File: config.mk
export PLATFORM = sky130hd
export DESIGN_NAME = hex_7seg_decoder
export DESIGN_NICKNAME = d
export VERILOG_FILES = /design/src/rtl/hex_7seg_decoder.sv
export SDC_FILE = /design/constraint.sdc
export NUM_CORES = 1
export LEC_CHECK = 0
export CAP_MARGIN = 15
export CELL_PAD_IN_SITES_DETAIL_PLACEMENT = 0
export CELL_PAD_IN_SITES_GLOBAL_PLACEMENT = 1
export CORE_MARGIN = 2
export CORE_UTILIZATION = 30
export DETAILED_ROUTE_END_ITERATION = 16
export PLACE_DENSITY_LB_ADDON = 0.3
export SLEW_MARGIN = 20
export SYNTH_ARGS = -nofsm -noshare
export SYNTH_HDL_FRONTEND = slang
export SYNTH_SLANG_ARGS = --single-unit
File: constraint.sdc
create_clock -name clk -period 1.55 [get_ports clk]
set_clock_uncertainty 0.2 [all_clocks]
set_input_delay 0.31 -clock clk [delete_from_list [all_inputs] [get_ports clk]]
set_output_delay 0.31 -clock clk [all_outputs]
set_load 0.02 [all_outputs]
File: src/rtl/hex_7seg_decoder.sv
// Registered hex-to-seven-segment decoder for one display digit.
// Segment a..g plus dot are registered so the display pins never glitch.
module hex_7seg_decoder #(
   parameter bit SEG_ACTIVE_LOW = 1'b0,
   parameter bit DOT_ON_ALPHA   = 1'b0
) (
   input  logic       clk,
   input  logic       rst_n,
   input  logic [3:0] in,
   output logic       a,
   output logic       b,
   output logic       c,
   output logic       d,
   output logic       e,
   output logic       f,
   output logic       g,
   output logic       dot
);

   logic [6:0] w_seg_lit;
   logic       w_dot_lit;
   logic [6:0] r_seg;
   logic       r_dot;

   // Logical pattern, lit = 1, bit 6 is segment a.
   always_comb begin
      w_seg_lit = 7'b0000000;
      case (in)
         4'h0:    w_seg_lit = 7'b1111110;
         4'h1:    w_seg_lit = 7'b0110000;
         4'h2:    w_seg_lit = 7'b1101101;
         4'h3:    w_seg_lit = 7'b1111001;
         4'h4:    w_seg_lit = 7'b0110011;
         4'h5:    w_seg_lit = 7'b1011011;
         4'h6:    w_seg_lit = 7'b1011111;
         4'h7:    w_seg_lit = 7'b1110000;
         4'h8:    w_seg_lit = 7'b1111111;
         4'h9:    w_seg_lit = 7'b1111011;
         4'hA:    w_seg_lit = 7'b1110111;
         4'hB:    w_seg_lit = 7'b0011111;
         4'hC:    w_seg_lit = 7'b1001110;
         4'hD:    w_seg_lit = 7'b0111101;
         4'hE:    w_seg_lit = 7'b1001111;
         4'hF:    w_seg_lit = 7'b1000111;
         default: w_seg_lit = 7'b0000000;
      endcase
   end

   assign w_dot_lit = DOT_ON_ALPHA & (in >= 4'hA);

   // Polarity is folded in before the register so the pins come straight off flops.
   always_ff @(posedge clk or negedge rst_n) begin
      if (!rst_n) begin
         r_seg <= {7{SEG_ACTIVE_LOW}};
         r_dot <= SEG_ACTIVE_LOW;
      end else begin
         r_seg <= w_seg_lit ^ {7{SEG_ACTIVE_LOW}};
         r_dot <= w_dot_lit ^ SEG_ACTIVE_LOW;
      end
   end

   assign {a, b, c, d, e, f, g} = r_seg;
   assign dot                   = r_dot;

endmodule

==> results.py <==
metrics = {
    "outcome": {
        "outcome": "complete, no violations",
    },
    "power_and_ir_drop": {
        "p_clk_share_pct": 31.1,
        "switching_power_mw": 0.136,
        "vdd_drop_max_v": 0.000207,
        "combPwrFrac_pct": 29.2,
        "p_int_mw": 0.370,
        "p_sw_share_pct": 26.8,
        "leakage_nw": 0.329,
        "power_density_nw_per_um2": 712,
        "power_frac_seq_pct": 39.7,
    },
    "drt": {
        "vias_per_cell": 4.57,
        "routed_wl_um": 863,
        "drtAntennaViolNets": 0,
        "wl_per_cell_um": 10.4,
        "drt_iter0_drc": 6,
        "vias": 379,
        "drc": 0,
        "drt_pass1_iterations": 4,
    },
    "cells_and_area": {
        "area_growth_pct": 49.9,
        "largest_register": "r_seg",
        "fillerInstances": 144,
        "final_cell_mix": "buf_4 (12), dlygate4sd2_1 (10), dfrtp_1 (7), ha_1 (6)",
        "final_nets": 81,
        "largestRegisters": "r_seg x7",
        "stdcell_area_um2": 711,
        "insertedDiodeCount": 0,
        "largest_reg_flops": 7,
        "layout_commonest_cell": "buf_4",
        "drive_above_1_share_pct": 37.3,
    },
    "yosys": {
        "synth_area_um2": 474,
        "yosysTopAreaCellShare_pct": 36.9,
        "yosys_warnings": 0,
        "synth.area.top_cells": "dfrtp_1 (37%), ha_1 (18%), mux2_2 (7.1%), mux4_1 (5.5%), mux2i_1 (4.2%)",
        "syn_inst": 42,
        "seq_area_frac_synth_pct": 36.9,
        "synth_nets": 55,
        "yosysUniqueCellTypes": 20,
        "syn_area_per_cell_um2": 11.3,
        "ys_ff_latch": 7,
        "yosys.area.top_type": "dfrtp_1",
    },
    "setup_path": {
        "path_max_fanout": 3,
        "startpoint_type": "input pin",
        "worstPathArrival_ns": 1.38,
        "critPathRequiredTime_ns": 1.46,
        "cp-startpoint": "in[0]",
        "crit_type": "input pin to flop",
        "crit_path_end_kind": "flop",
    },
    "die": {
        "ioPinCount": 14,
        "core_um2": 1490,
        "start_util_pct": 31.8,
        "die_area_um2": 1910,
        "die_x_um": 43.8,
        "dieHeight_um": 43.8,
        "rows": 14,
    },
    "global_route": {
        "first_global_vias": 352,
        "use_met1_pct": 10.9,
        "use_met3_pct": 4.17,
        "grt.overflow.total": 0,
        "grt_use_met2_pct": 17.9,
        "groute.usage.overall_pct": 10.7,
        "grt_pass1_wl_um": 1450,
        "busiest_layer": "met2",
        "antenna_found_initial": 0,
        "grt_max_degree": 13,
    },
    "clocking": {
        "clkTransAtPathRegs_ns": 0.05,
        "cts_root_buffer": "clkbuf_4",
        "cts_buffers": 3,
        "cts_hold_buf": 0,
        "cts.path.max_buffers": 2,
        "cts_tree": "done",
        "cts.sinks": 7,
        "h-tree-depth": 1,
        "cts_setup_buffers": 0,
    },
    "placement": {
        "place_congestion": 0.708,
        "dp_hpwl_um": 668,
        "post_dp_cell_area_um2": 681,
        "port_buffers": 12,
        "pre_cts_ws_ns": -0.447,
    },
    "sta": {
        "slew_violations": 0,
        "period_minus_slack_ns": 1.47,
        "rsz0062_at_grt": "false",
        "finalCritPeriodShare_pct": 95.0,
        "hold_viol": 0,
        "fmax_mhz": 679,
        "final.hold.worst_slack_ns": 0.115,
        "finalWorstSetupSlack_ns": 0.0777,
        "finalSetupViolCount": 0,
    },
    "worst_hold_path": {
        "hp-class": "input pin to async pin",
    },
    "run": {
        "max_cap_violations": 0,
    },
}
==> timing repair <==
action / 4_1_cts / 5_1_grt
endpoints found under the setup margin: 14 / 2
resized for setup: 14 / 2
gates cloned: 0 / 0
==> cells by family (layout without fill, tap and decap cells) <==
kind of cell / after synthesis / after routing / share of synthesized area (%)
buf+inv: 8 / 33 / 8.97
other cells: 1 / 1 / 0.791
flops: 7 / 7 / 36.9
simple gates: 7 / 7 / 8.71
fa+ha+maj: 7 / 7 / 18.5
compound gates: 6 / 6 / 9.23
mux: 6 / 6 / 16.9
==> cells in the mapped netlist <==
cell type  count
a21oi_1        3
inv_1          5
ha_1           7
nand2b_1       1
mux2i_1        2
mux4_1         1
buf_2          1
o31a_2         1
buf_4          1
dfrtp_1        7
buf_6          1
nor2b_1        1
nor3_1         2
a31o_1         1
mux2_2         3
nand2_1        1
conb_1         1
nand3b_1       1
or2b_1         1
o32a_1         1
==> critical path: stages <==
cell and delay (ns):
dlygate4sd2_1 0.25, inv_2 0.08, buf_4 0.12, ha_1 0.13, inv_1 0.05, mux4_2 0.44
==> per-layer routing <==
metal	wire, um	part of all wire, %
met4	5	0.58
met5	0	0
met2	449	52
met3	61	7.1
met1	348	40
==> per-stage QoR <==
step                      TNS [ns]  std cells  util (%)  power, mW
after global routing             0         83      47.7      0.541
after CTS                        0         83      47.2      0.512
final                            0         83      47.7      0.506
after global placement       -2.50         79      45.7      0.357
after detailed placement     -2.54         79      45.7      0.358
after floorplan                  0         42         -      0.281
==> path summary, 6_finish.rpt <==
path	endpoint	slack (ns)
max in group asynchronous	r_seg[4]	0.81
min in group clk	r_seg[0]	0.38
max	r_seg[3]	0.08
min	r_seg[6]	0.12
==> power by group through the flow <==
stage / Clock [mW] / Combinational (mW) / Sequential, mW
after floorplan: 0 / 0.0549 / 0.226
after global placement: 0 / 0.152 / 0.205
after detailed placement: 0 / 0.153 / 0.205
after CTS: 0.165 / 0.145 / 0.201
after global routing: 0.176 / 0.162 / 0.202
final: 0.157 / 0.148 / 0.201
==> cell type report <==
type,count,area (um2),share of cell area [%]
multi-input combinational,27,273,38.4
timing repair buffer,24,198,27.8
sequential,7,175,24.6
clock buffer,4,26.3,3.70
tap,16,20.0,2.82
inverter,5,18.8,2.64
No activity file was read; power rests on OpenSTA's default activity.
